==> src/rtl/mem_arb_pkg.sv <==
// Shared types and defaults for the two-port memory arbiter.
// The fetch port is owner 0 and the data port is owner 1 throughout the design.
package mem_arb_pkg;

  typedef enum logic [1:0] {
    IDLE = 2'd0,
    WAIT = 2'd1,
    RESP = 2'd2
  } state_e;

  typedef enum logic {
    OWN_IF = 1'b0,
    OWN_D  = 1'b1
  } owner_e;

  localparam int DEF_DEPTH       = 64;
  localparam int DEF_WAIT_CYCLES = 2;

  function automatic owner_e other_owner(input owner_e o);
    return (o == OWN_IF) ? OWN_D : OWN_IF;
  endfunction

endpackage

==> src/rtl/arb_rr2.sv <==
// Two-requester round-robin picker: a lone requester wins outright, and a
// tie goes to whichever port did not own the previous access.
module arb_rr2
  import mem_arb_pkg::*;
(
  input  logic [1:0] req,
  input  owner_e     last_owner,
  output logic [1:0] gnt,
  output owner_e     winner
);

  // Pick the winner and produce its one-hot grant.
  always_comb begin
    gnt    = 2'b00;
    winner = OWN_IF;
    case (req)
      2'b01: begin
        gnt    = 2'b01;
        winner = OWN_IF;
      end
      2'b10: begin
        gnt    = 2'b10;
        winner = OWN_D;
      end
      2'b11: begin
        winner = other_owner(last_owner);
        gnt    = (other_owner(last_owner) == OWN_D) ? 2'b10 : 2'b01;
      end
      default: begin
        gnt    = 2'b00;
        winner = OWN_IF;
      end
    endcase
  end

endmodule

==> src/rtl/mem_port_arbiter.sv <==
// Shares a single-port memory between the fetch port and the data port,
// sequencing each access through WAIT_CYCLES memory cycles.
module mem_port_arbiter
  import mem_arb_pkg::*;
#(
  parameter int ADDR_W      = 32,
  parameter int DATA_W      = 32,
  parameter int DEPTH       = DEF_DEPTH,
  parameter int WAIT_CYCLES = DEF_WAIT_CYCLES
) (
  input  logic              clk,
  input  logic              rst_n,
  input  logic              if_req,
  input  logic [ADDR_W-1:0] if_addr,
  output logic              if_gnt,
  output logic              if_rvalid,
  output logic [DATA_W-1:0] if_rdata,
  output logic              if_err,
  input  logic              d_req,
  input  logic              d_we,
  input  logic [ADDR_W-1:0] d_addr,
  input  logic [DATA_W-1:0] d_wdata,
  output logic              d_gnt,
  output logic              d_rvalid,
  output logic [DATA_W-1:0] d_rdata,
  output logic              d_err,
  output logic              mem_en,
  output logic              mem_we,
  output logic [ADDR_W-1:0] mem_addr,
  output logic [DATA_W-1:0] mem_wdata,
  input  logic [DATA_W-1:0] mem_rdata
);

  localparam int                WCNT_W    = (WAIT_CYCLES > 1) ? $clog2(WAIT_CYCLES) : 1;
  localparam logic [WCNT_W-1:0] WCNT_INIT = WCNT_W'(WAIT_CYCLES - 1);
  localparam logic [WCNT_W-1:0] WCNT_ONE  = WCNT_W'(1);
  localparam logic [WCNT_W-1:0] WCNT_ZERO = WCNT_W'(0);
  localparam logic [ADDR_W:0]   DEPTH_LIM = (ADDR_W + 1)'(DEPTH);
  localparam logic [DATA_W-1:0] DATA_ZERO = {DATA_W{1'b0}};
  localparam logic [ADDR_W-1:0] ADDR_ZERO = {ADDR_W{1'b0}};

  if (WAIT_CYCLES < 1) begin : g_bad_wait_cycles
    $error("mem_port_arbiter: WAIT_CYCLES must be at least 1");
  end

  state_e            state_r, state_s;
  logic [WCNT_W-1:0] wcnt_r, wcnt_s;
  owner_e            last_owner_r, owner_r, winner_s, resp_owner_s;
  logic [1:0]        req_s, pick_s;
  logic [ADDR_W-1:0] addr_r, win_addr_s;
  logic [DATA_W-1:0] wdata_r, win_wdata_s, resp_rdata_s;
  logic              we_r, win_we_s;
  logic              grant_s, in_range_s;
  logic              resp_load_s, resp_err_s;
  logic              mem_en_s, mem_we_s;
  logic              if_rvalid_r, if_err_r, d_rvalid_r, d_err_r;
  logic [DATA_W-1:0] if_rdata_r, d_rdata_r;

  assign req_s = {d_req, if_req};

  arb_rr2 u_arb (
    .req        (req_s),
    .last_owner (last_owner_r),
    .gnt        (pick_s),
    .winner     (winner_s)
  );

  // Route the winning port's request fields toward the latch stage.
  always_comb begin
    win_addr_s  = if_addr;
    win_we_s    = 1'b0;
    win_wdata_s = DATA_ZERO;
    if (winner_s == OWN_D) begin
      win_addr_s  = d_addr;
      win_we_s    = d_we;
      win_wdata_s = d_wdata;
    end else begin
      win_addr_s  = if_addr;
      win_we_s    = 1'b0;
      win_wdata_s = DATA_ZERO;
    end
  end

  // Extended by one bit so a DEPTH of 2**ADDR_W still compares correctly.
  assign in_range_s = ({1'b0, win_addr_s} < DEPTH_LIM);
  // rst_n gates the grant so that no output is high while reset is held.
  assign grant_s    = (state_r == IDLE) && (req_s != 2'b00) && rst_n;

  // Next-state, memory strobes and response staging.
  always_comb begin
    state_s      = state_r;
    wcnt_s       = wcnt_r;
    mem_en_s     = 1'b0;
    mem_we_s     = 1'b0;
    resp_load_s  = 1'b0;
    resp_owner_s = owner_r;
    resp_rdata_s = DATA_ZERO;
    resp_err_s   = 1'b0;
    case (state_r)
      IDLE: begin
        if (grant_s && in_range_s) begin
          state_s = WAIT;
          wcnt_s  = WCNT_INIT;
        end else if (grant_s) begin
          state_s      = RESP;
          resp_load_s  = 1'b1;
          resp_owner_s = winner_s;
          resp_err_s   = 1'b1;
        end else begin
          state_s = IDLE;
        end
      end
      WAIT: begin
        mem_en_s = 1'b1;
        if (wcnt_r == WCNT_ZERO) begin
          mem_we_s     = we_r;
          state_s      = RESP;
          resp_load_s  = 1'b1;
          resp_rdata_s = we_r ? DATA_ZERO : mem_rdata;
        end else begin
          wcnt_s = wcnt_r - WCNT_ONE;
        end
      end
      RESP: begin
        state_s = IDLE;
      end
      default: begin
        state_s = IDLE;
      end
    endcase
  end

  // State and wait counter.
  always_ff @(posedge clk or negedge rst_n) begin
    if (!rst_n) begin
      state_r <= IDLE;
      wcnt_r  <= WCNT_ZERO;
    end else begin
      state_r <= state_s;
      wcnt_r  <= wcnt_s;
    end
  end

  // Latch the granted request and remember who owned it.
  always_ff @(posedge clk or negedge rst_n) begin
    if (!rst_n) begin
      addr_r       <= ADDR_ZERO;
      wdata_r      <= DATA_ZERO;
      we_r         <= 1'b0;
      owner_r      <= OWN_IF;
      last_owner_r <= OWN_D;
    end else if (grant_s) begin
      addr_r       <= win_addr_s;
      wdata_r      <= win_wdata_s;
      we_r         <= win_we_s;
      owner_r      <= winner_s;
      last_owner_r <= winner_s;
    end
  end

  // Per-port response registers; rdata/err hold until that port's next response.
  always_ff @(posedge clk or negedge rst_n) begin
    if (!rst_n) begin
      if_rvalid_r <= 1'b0;
      if_rdata_r  <= DATA_ZERO;
      if_err_r    <= 1'b0;
      d_rvalid_r  <= 1'b0;
      d_rdata_r   <= DATA_ZERO;
      d_err_r     <= 1'b0;
    end else begin
      if_rvalid_r <= resp_load_s && (resp_owner_s == OWN_IF);
      d_rvalid_r  <= resp_load_s && (resp_owner_s == OWN_D);
      if (resp_load_s && (resp_owner_s == OWN_IF)) begin
        if_rdata_r <= resp_rdata_s;
        if_err_r   <= resp_err_s;
      end
      if (resp_load_s && (resp_owner_s == OWN_D)) begin
        d_rdata_r <= resp_rdata_s;
        d_err_r   <= resp_err_s;
      end
    end
  end

  assign if_gnt    = grant_s & pick_s[0];
  assign d_gnt     = grant_s & pick_s[1];
  assign if_rvalid = if_rvalid_r;
  assign if_rdata  = if_rdata_r;
  assign if_err    = if_err_r;
  assign d_rvalid  = d_rvalid_r;
  assign d_rdata   = d_rdata_r;
  assign d_err     = d_err_r;
  assign mem_en    = mem_en_s;
  assign mem_we    = mem_we_s;
  assign mem_addr  = mem_en_s ? addr_r : ADDR_ZERO;
  assign mem_wdata = mem_en_s ? wdata_r : DATA_ZERO;

endmodule

==> config.mk <==
export PLATFORM = sky130hd
export DESIGN_NAME = mem_port_arbiter
export DESIGN_NICKNAME = d
export VERILOG_FILES = /design/src/rtl/mem_arb_pkg.sv /design/src/rtl/arb_rr2.sv /design/src/rtl/mem_port_arbiter.sv
export SDC_FILE = /design/constraint.sdc
export NUM_CORES = 1
export LEC_CHECK = 0
export ABC_AREA = 1
export BUFFER_PORTS_ARGS = -buffer_cell sky130_fd_sc_hd__buf_4
export CORE_MARGIN = 3
export CORE_UTILIZATION = 30
export DETAILED_ROUTE_END_ITERATION = 10
export PLACE_DENSITY_LB_ADDON = 0.2
export SLEW_MARGIN = 0
export SYNTH_ARGS = -nofsm -noshare
export SYNTH_HDL_FRONTEND = slang
export SYNTH_HIERARCHICAL = 1
export SYNTH_SLANG_ARGS = --single-unit
==> constraint.sdc <==
create_clock -name clk -period 2.71 [get_ports clk]
set_input_delay 0.271 -clock clk [delete_from_list [all_inputs] [get_ports clk]]
set_output_delay 0.271 -clock clk [all_outputs]
set_load 0.02 [all_outputs]
==> results of run 1 <==
-- through the flow --
| stage | hold slack, ns | setup slack [ns] | utilization [%] | power (mW) |
|---|---|---|---|---|
| floorplan | -0.02459 | 0.5942 | - | 2.892 |
| global placement | 0.1586 | 0.2046 | 40.71 | 3.311 |
| detailed placement | 0.1592 | 0.1460 | 40.71 | 3.321 |
| finish | 0.08652 | 0.2434 | 43.41 | 5.539 |
| global route | 0.07823 | 0.02742 | 43.41 | 5.839 |
| CTS | 0.06966 | 0.1708 | 43.25 | 5.594 |
-- layer usage --
metal / vias up / GRT usage [%]
li1: 3384 / -
met1: 3096 / 22.38
met2: 174 / 29.12
met3: 17 / 5.085
met4: 0 / 4.506
met5: - / 0
-- cell usage after synthesis --
library cell,number
a21oi_1,3
and2_1,1
buf_1,5
buf_2,11
buf_4,7
buf_6,8
clkbuf_1,28
dfrtp_1,137
dfstp_2,1
inv_1,153
inv_4,1
nand2_1,272
nand2_2,1
nand2_4,3
nand3_1,68
nand3_2,1
nand3_4,1
nand4_1,34
nand4_4,1
nor2_1,129
nor2_2,1
nor2_4,1
nor3_1,1
o21ai_0,64
o21ai_1,5
o31ai_1,6
or2_1,1
-- power by group through the flow --
stage | sequential, mW | combinational (mW) | clock [mW]
3_3_place_gp | 2.38 | 0.934 | 0
3_5_place_dp | 2.38 | 0.940 | 0
5_1_grt | 2.37 | 1.07 | 2.41
2_1_floorplan | 2.40 | 0.497 | 0
6_report | 2.35 | 0.939 | 2.25
4_1_cts | 2.35 | 0.942 | 2.30
-- critical path, cell delays in order, from the launching register on --
cell,delay (ns)
dfstp_2,0.58
a21oi_4,0.10
inv_6,0.16
buf_4,0.19
nand2_1,0.06
nand2_1,0.09
nand2_1,0.07
nor2_1,0.10
nand2_1,0.09
nor2_4,0.16
nand3_2,0.13
nand2_4,0.18
nand2_4,0.10
buf_4,0.20
nand3_1,0.08
nand2_1,0.05
-- state kept, by name (all words and copies together) (netlist names) --
signal,cells
addr_r,32
d_err,1
d_rdata,32
d_rvalid,1
if_err,1
if_rdata,32
if_rvalid,1
last_owner_r,1
owner_r,1
state_r,2
wcnt_r,1
wdata_r,32
we_r,1
-- final timing paths --
kind / startpoint / to / cells past startpoint
worst max-delay path: last_owner_r$_DFFE_PN1P_ / d_rdata[26]$_DFFE_PN0P_ / 15
max in group asynchronous: rst_n / wdata_r[25]$_DFFE_PN0P_ / 3
worst max register to register: last_owner_r$_DFFE_PN1P_ / d_rdata[26]$_DFFE_PN0P_ / 15
worst min register to register: d_rdata[27]$_DFFE_PN0P_ / d_rdata[27]$_DFFE_PN0P_ / 2
min in group asynchronous: rst_n / d_rdata[1]$_DFFE_PN0P_ / 2
worst min-delay path: d_wdata[20] / wdata_r[20]$_DFFE_PN0P_ / 3
-- timing repair --
item                                    4_1_cts  5_1_grt
endpoints found under the hold margin        24        0
gates resized for setup                       0        1
hold buffers                                  1        0
buffers inserted                              0        1
endpoints found under the setup margin        0       13
-- kinds of logic (layout without fill, tap and decap cells) --
group,Yosys count,in the layout,share of synthesized area (%)
DFF,138,138,49.75
and+or+nand+nor,515,515,31.42
buffers and inverters,213,477,12.99
AOI/OAI and AO/OA,78,78,5.838
-- cell type report --
cell class,count,area (um2),share of cell area [%]
timing repair buffer,291,2296,23.29
multi-input combinational,593,2600,26.38
inverter,154,583.1,5.915
sequential,138,3455,35.05
clock buffer,18,429.2,4.354
clock inverter,14,137.6,1.396
tap,285,356.6,3.618
==> flow_metrics.tcl, run 1 <==
set metrics [dict create \
    status "completed" \
    cts_made_buffers 17 \
    endpoint_kind "register" \
    ioPinCount 269 \
    pwr-share-seq_pct 42.4 \
    clk_latency_ns 0.42 \
    fp.dieW_um 158.1 \
    ant_nets 0 \
    grtUsageTotal_pct 17.48 \
    tightest_slew_ns 0.8859 \
    hpwl_um 15650 \
    start_util_pct 30.58 \
    die-area_um2 25010 \
    htreeDepth 4 \
    fin_setup_tns_ns 0 \
    top_layer "met4" \
    drc 0 \
    routedWlPerCell_um 14.65 \
    design_area_um2 9857 \
    ys.warnings.count 6 \
    combPwrFrac_pct 16.9 \
    synthTopCellsByArea "dfrtp_1, nand2_1, inv_1" \
    timing.final.max_slew_violations 0 \
    cp_max_fo 23 \
    mostFrequentLayoutCells "buf_4, nand2_1, inv_1" \
    period_share_pct 91.02 \
    netlist_area_um2 6944 \
    fin_nets 1328 \
    grt_pass1_vias 6699 \
    num_vias 6671 \
    crit_arrival_ns 2.77 \
    grt_max_degree 79 \
    maxCapViolCount 0 \
    r2r_slack_ns 0.24 \
    finalClockSkew_ns 0.01171 \
    portBuffers 268 \
    switching_share_pct 29.39 \
    fillers 2422 \
    post-route-min-period_ns 2.467 \
    area_growth_pct 41.95 \
    met3_length_um 1452 \
    switchingPower_mw 1.628 \
    dp_cells 1458 \
    num_rows 55 \
    fmax_mhz 405.4 \
    antenna_found_initial 0 \
    grt_overflow 0 \
    drt-total-wl_um 21880 \
    setup_violations 0 \
    clock_path_buffers 2 \
    dieHeight_um 158.1 \
    maxSlewHeadroom_pct 40.94 \
    syn_nets 1077 \
    required_ns 3.02 \
    grt_pass1_wl_um 34660 \
    diodes 0 \
    drive_gt1_share_pct 27.73 \
    gp_congestion 0.8383 \
    vdd_drop_max_mv 0.3550 \
    ys_seq_area_share_pct 49.75 \
    cts_root_buf "clkbuf_16" \
    syn_avg_cell_area_um2 7.356 \
    clkTransAtPathRegs_ns 0.06 \
    wl_met2_um 10690 \
    rsz0062_at_grt "no" \
    drt-initial-drc-count 459 \
    crit_type "register to register" \
    hold_viol 0 \
    final_cells 1493 \
    clkPwrFrac_pct 40.7 \
    numClockSinks 138 \
    netlist_instances 944 \
    routed_via_density 4.468 \
    synth.distinct_cells 27 \
    startpoint_type "register" \
    cts_tree "built" \
    p_per_area_nw_per_um2 562.0 \
    power.internal_mw 3.911 \
    yosys.area.top_type_share_pct 49.37 \
    drtPass1Iterations 4 \
    wl_met1_um 9472 \
    leakagePower_nw 5.583 \
    synth_top_area_cell "dfrtp_1" \
    hp-class "input pin to register" \
    core_area_um2 22710 \
    placed_area_um2 9245 \
    ys_seq_elements 138 \
    layout.cells.most_common "buf_4" \
]
Note: power is estimated with default switching activity, not from simulation.
==> run 2: changes to the inputs <==
--- a/config.mk
+++ b/config.mk
@@ -10,7 +10,7 @@
 export CORE_MARGIN = 3
 export CORE_UTILIZATION = 30
 export DETAILED_ROUTE_END_ITERATION = 10
-export PLACE_DENSITY_LB_ADDON = 0.2
+export PLACE_DENSITY = 0.64
 export SLEW_MARGIN = 0
 export SYNTH_ARGS = -nofsm -noshare
 export SYNTH_HDL_FRONTEND = slang
==> run 2 against run 1 <==
Critical path type unchanged. Critical path depth is 3 lower. Highest routed layer unchanged. Power rose by 7.0%. First-iteration DRC count shrank 28%. Sequential power about the same. Sequential share of layout area down 0.24 points. Cell area increased by 0.70%. Global-route usage is 0.73 points lower. Count of clock-buffer cells in the layout down 1. Setup slack lost 0.078 ns. Clock power grew 17%. Die area did not move. Combinational power is 1% higher. The run now ends with hold timing left.
==> flow_metrics.tcl, run 2 (same netlist as run 1, synthesis figures left out) <==
set metrics [dict create \
    status "complete, but fails checks" \
    violations "hold timing" \
    maxSlewHeadroom_pct 49.54 \
    r2r-start "last_owner_r$_DFFE_PN1P_" \
    fin_nets 1325 \
    p_per_area_nw_per_um2 597.1 \
    drtPass1Iterations 6 \
    crit_arrival_ns 2.85 \
    ant_nets 0 \
    cts_tree "built" \
    cp_max_fo 61 \
    numClockSinks 138 \
    grt_pass1_vias 6433 \
    routedWlPerCell_um 14.76 \
    fp.dieW_um 158.1 \
    ioPinCount 269 \
    clkTransAtPathRegs_ns 0.06 \
    grt_pass1_wl_um 33250 \
    htreeDepth 4 \
    mostFrequentLayoutCells "buf_4, nand2_1, inv_1" \
    core_area_um2 22710 \
    reg2regPathDepth 12 \
    required_ns 3.01 \
    die-area_um2 25010 \
    drive_gt1_share_pct 27.72 \
    layout.cells.most_common "buf_4" \
    cts_made_buffers 17 \
    cp_slowest_cell "dfstp_2" \
    fmax_mhz 393.0 \
    clock_path_buffers 2 \
    grt_max_degree 139 \
    num_rows 55 \
    rsz0062_at_grt "yes" \
    design_area_um2 9926 \
    drt-total-wl_um 21990 \
    timing.final.max_slew_violations 0 \
    leakagePower_nw 5.611 \
    multi_input_area_um2 2656 \
    start_util_pct 30.58 \
    maxCapViolCount 0 \
    final_cells 1490 \
    tightest_slew_ns 0.7569 \
    area_growth_pct 42.94 \
    dieHeight_um 158.1 \
    fillers 2343 \
    gp_congestion 0.8458 \
    cts_root_buf "clkbuf_16" \
    period_share_pct 93.90 \
    finalClockSkew_ns 0.01291 \
    cp_slowest_stage_delay_ns 0.58 \
    grt_overflow 0 \
    startpoint_type "register" \
    crit_type "register to register" \
    placed_area_um2 9143 \
    portBuffers 268 \
    post-route-min-period_ns 2.545 \
    hpwl_um 15050 \
    reg2reg_to "if_rdata[24]$_DFFE_PN0P_" \
    routed_via_density 4.509 \
    endpoint_kind "register" \
    hp-class "input pin to async pin" \
    regArea_um2 3455 \
    antenna_found_initial 0 \
    dp_cells 1451 \
    fin_util_pct 43.71 \
    drc 0 \
    crit_chain "a21oi_4, buf_4, or2_1, o21ai_1, nand4_1, nor2_1, nand2_1, nand2_1, nand2_4, buf_12, nand4_1, nand2_1" \
    num_vias 6719 \
    setup_violations 0 \
    grtUsageTotal_pct 16.75 \
    fin_hold_ws_ns -0.01538 \
    diodes 0 \
    hold_viol 11 \
    clk_latency_ns 0.42 \
    drt-initial-drc-count 330 \
    vdd_drop_max_mv 0.2936 \
    r2r_slack_ns 0.17 \
    crit_top_cell "nand2_1" \
    hold_buffers 0 \
]
## run 2: worst max path at each step
| stage | start | end | slack, ns | depth (start not counted) |
|---|---|---|---|---|
| final | last_owner_r$_DFFE_PN1P_ | if_rdata[24]$_DFFE_PN0P_ | 0.17 | 12 |
| after global routing | last_owner_r$_DFFE_PN1P_ | d_rdata[26]$_DFFE_PN0P_ | -0.01 | 12 |
| after CTS | last_owner_r$_DFFE_PN1P_ | if_rdata[24]$_DFFE_PN0P_ | 0.05 | 13 |
| after detailed placement | d_req | if_rdata[22]$_DFFE_PN0P_ | -0.1 | 15 |
| after global placement | d_req | if_rdata[23]$_DFFE_PN0P_ | -0.04 | 15 |
| after floorplan | last_owner_r$_DFFE_PN1P_ | d_rdata[10]$_DFFE_PN0P_ | 0.59 | 16 |
## run 2: where the power goes
| part | total, mW | leakage [nW] | internal (mW) | switching [mW] |
|---|---|---|---|---|
| registers | 2.34 | 1.82 | 2.26 | 0.0885 |
| logic | 0.951 | 3.47 | 0.364 | 0.586 |
| clock network | 2.63 | 0.322 | 1.66 | 0.974 |
## run 2: metrics by stage
stage          hold slack [ns]  setup WS (ns)  setup TNS [ns]  power, mW
2_1_floorplan         -0.02459         0.5942               0      2.892
6_report              -0.01538         0.1654               0      5.927
3_5_place_dp            0.4593       -0.09632          -2.489      3.290
4_1_cts                0.03478        0.04642               0      5.955
3_3_place_gp            0.4557       -0.04304          -1.086      3.277
5_1_grt                0.04367       -0.01479        -0.03671      6.209
## run 2: cell type report
class | instances | area share (%)
flip-flops and latches | 138 | 34.80
multi-input cells | 595 | 26.76
repair buffers | 286 | 22.29
inverters | 154 | 5.874
clock buffers | 17 | 4.286
well taps | 285 | 3.593
clock inverters | 15 | 2.395
## run 2: layer usage
| layer | GRT usage, % | part of all wire (%) | routed length [um] |
|---|---|---|---|
| met4 | 5.899 | 2.4 | 519 |
| met3 | 3.882 | 6.5 | 1433 |
| met1 | 21.04 | 43 | 9374 |
| met2 | 28.31 | 48 | 10660 |
| met5 | 0 | 0 | 0 |
## run 2: worst max-delay path: cells and delay by family (launching register included)
kind                   cells  cell delay (ns)
DFF                        1             0.58
buffers and inverters      2             0.47
and+or+nand+nor            8             1.07
AOI/OAI and AO/OA          2             0.26
## run 2: repair_timing
| action | 4_1_cts | 5_1_grt |
|---|---|---|
| buffers inserted | 0 | 5 |
| gates resized for setup | 2 | 7 |
| pin swaps | 1 | 4 |
| setup endpoints to repair | 33 | 68 |
| gates cloned | 1 | 1 |
==> run 3: changes to the inputs <==
--- a/config.mk
+++ b/config.mk
@@ -6,11 +6,11 @@
 export NUM_CORES = 1
 export LEC_CHECK = 0
 export ABC_AREA = 1
-export BUFFER_PORTS_ARGS = -buffer_cell sky130_fd_sc_hd__buf_4
-export CORE_MARGIN = 3
 export CORE_UTILIZATION = 30
 export DETAILED_ROUTE_END_ITERATION = 10
-export PLACE_DENSITY = 0.64
+export DONT_BUFFER_PORTS = 1
+export PLACE_DENSITY = 0.54
+export RECOVER_POWER = 50
 export SLEW_MARGIN = 0
 export SYNTH_ARGS = -nofsm -noshare
 export SYNTH_HDL_FRONTEND = slang
==> run 3 against run 2 <==
Largest power group unchanged. Routed wire length decreased by 9.3%. Via count decreased by 15%. Hold slack worse by 0.44 ns. Utilization is 8.0 points lower. Sequential cell count is the same. Die area decreased by 5.0%. Fmax up 3.5%. Cell area is 19% lower. Clock skew decreased by 0.0010 ns. Sequential power up 2%. Count of clock-buffer cells in the layout up 2. Global-route usage up 0.11 points. The run still ends with hold timing left.
==> flow_metrics.tcl, run 3 (same netlist as run 1, synthesis figures left out) <==
set metrics [dict create \
    status "complete, but fails checks" \
    violations "hold timing" \
    cp_slowest_cell "dfstp_2" \
    endpoint "d_rdata[2]$_DFFE_PN0P_" \
    fin_ws_ns 0.2523 \
    post-route-min-period_ns 2.458 \
    maxCapViolCount 0 \
    setup_violations 0 \
    pre_cts_slack_ns 0.08450 \
    fp.dieW_um 154.1 \
    tightest_slew_ns 0.5334 \
    diodes 0 \
    routed_via_density 4.613 \
    fin_hold_ws_ns -0.4537 \
    hp-class "input pin to async pin" \
    placed_area_um2 7189 \
    drive_gt1_share_pct 7.128 \
    num_rows 55 \
    crit_cells 14 \
    r2r_slack_ns 0.25 \
    num_vias 5716 \
    hold_buffers 16 \
    layout.cells.most_common "nand2_1" \
    crit_buf_inv 2 \
    drt-initial-drc-count 328 \
    design_area_um2 8079 \
    startpoint_type "register" \
    vdd_drop_max_mv 0.3109 \
    drc 0 \
    numClockSinks 138 \
    clk_latency_ns 0.42 \
    area_growth_pct 16.34 \
    portBuffers 0 \
    cp-startpoint "last_owner_r$_DFFE_PN1P_" \
    crit_family "simple AND/OR/NAND/NOR gates" \
    period_share_pct 90.69 \
    routedWlPerCell_um 16.10 \
    die-area_um2 23760 \
    drtPass1Iterations 4 \
    grtUsageTotal_pct 16.86 \
    grt_overflow 0 \
    fin_setup_tns_ns 0 \
    fin_nets 1074 \
    grt_pass1_vias 5450 \
    ant_nets 0 \
    cp_slowest_stage_delay_ns 0.39 \
    dieHeight_um 154.1 \
    reg2regPathDepth 14 \
    r2r-start "last_owner_r$_DFFE_PN1P_" \
    cts_made_buffers 17 \
    leakagePower_nw 4.314 \
    mostFrequentLayoutCells "nand2_1, inv_1, dfrtp_1" \
    crit_chain "a21oi_4, buf_12, nand2_1, nand2_1, nand2_1, nor2_1, nand2_1, nor2_1, nand2_1, nand2_1, nand2_4, buf_12, nand3_1, nand2_1" \
    reg2reg_to "d_rdata[2]$_DFFE_PN0P_" \
    core_area_um2 22640 \
    ioPinCount 269 \
    drt-total-wl_um 19950 \
    clock_path_buffers 2 \
    crit_top_cell "nand2_1" \
    crit_arrival_ns 2.75 \
    crit_type "register to register" \
    maxSlewHeadroom_pct 64.31 \
    finalClockSkew_ns 0.01189 \
    antenna_found_initial 0 \
    timing.final.max_slew_violations 0 \
    fin_util_pct 35.68 \
    grt_max_degree 140 \
    endpoint_kind "register" \
    hpwl_um 13070 \
    clkTransAtPathRegs_ns 0.06 \
    rsz0062_at_grt "no" \
    cts_tree "built" \
    start_util_pct 30.67 \
    htreeDepth 4 \
    cts_root_buf "clkbuf_16" \
    required_ns 3.01 \
    hold_viol 138 \
    fmax_mhz 406.9 \
    fillers 2391 \
    grt_pass1_wl_um 31020 \
    p_per_area_nw_per_um2 696.8 \
    gp_congestion 0.8000 \
    cp_max_fo 67 \
]
[run 3: changes by cell type in the layout (fill, tap and decap cells not counted), sizes merged]
cell and delta:
buf -265, dlygate4sd3 +16, clkbuf +2, inv -2, bufinv -1, clkinvlp +1
nand2 -1, nand3 -1
[run 3: worst min-delay path by stage]
| stage | from | to | depth (start not counted) |
|---|---|---|---|
| floorplan | rst_n | addr_r[0]$_DFFE_PN0P_ | 0 |
| global placement | rst_n | d_rdata[16]$_DFFE_PN0P_ | 0 |
| detailed placement | rst_n | d_rdata[16]$_DFFE_PN0P_ | 0 |
| CTS | rst_n | d_rdata[16]$_DFFE_PN0P_ | 0 |
| global route | rst_n | d_rdata[16]$_DFFE_PN0P_ | 0 |
| finish | rst_n | d_rdata[16]$_DFFE_PN0P_ | 0 |
[run 3: worst reg2reg max path: stages, from the launching register on]
cell,delay (ns)
dfstp_2,0.39
a21oi_4,0.34
buf_12,0.21
nand2_1,0.07
nand2_1,0.13
nand2_1,0.10
nor2_1,0.12
nand2_1,0.08
nor2_1,0.09
nand2_1,0.06
nand2_1,0.16
nand2_4,0.12
buf_12,0.20
nand3_1,0.19
nand2_1,0.06
[run 3: area by class of cell]
| type | instances | area (um2) | area share (%) |
|---|---|---|---|
| Sequential cell | 138 | 3455 | 42.76 |
| Tap cell | 285 | 356.6 | 4.414 |
| Multi-Input combinational cell | 593 | 2618 | 32.40 |
| Timing Repair Buffer | 37 | 422.9 | 5.235 |
| Clock buffer | 19 | 452.9 | 5.606 |
| Clock inverter | 13 | 188.9 | 2.339 |
| Inverter | 154 | 585.6 | 7.248 |
[run 3: where the power goes]
part / internal, mW / switching, mW
sequential: 2.26 / 0.133
combinational: 0.230 / 0.451
clock: 1.60 / 0.960
total: 4.09 / 1.54
[run 3: stage by stage]
stage	power, mW	std cells
6_report	5.630	1239
5_1_grt	5.916	1239
4_1_cts	5.689	1236
3_5_place_dp	3.071	1188
3_3_place_gp	3.061	1188
2_1_floorplan	2.892	944
[run 3: what timing repair did]
| action | in CTS | in global routing |
|---|---|---|
| buffers inserted | 0 | 2 |
| hold endpoints to repair | 154 | 138 |
| resized for setup | 0 | 9 |
| endpoints found under the setup margin | 0 | 57 |
[run 3: layer usage]
layer / share of wire, % / GRT usage, %
met3: 5.9 / 4.453
met2: 47 / 27.51
met1: 46 / 21.87
met5: 0 / 0
met4: 1.2 / 4.905
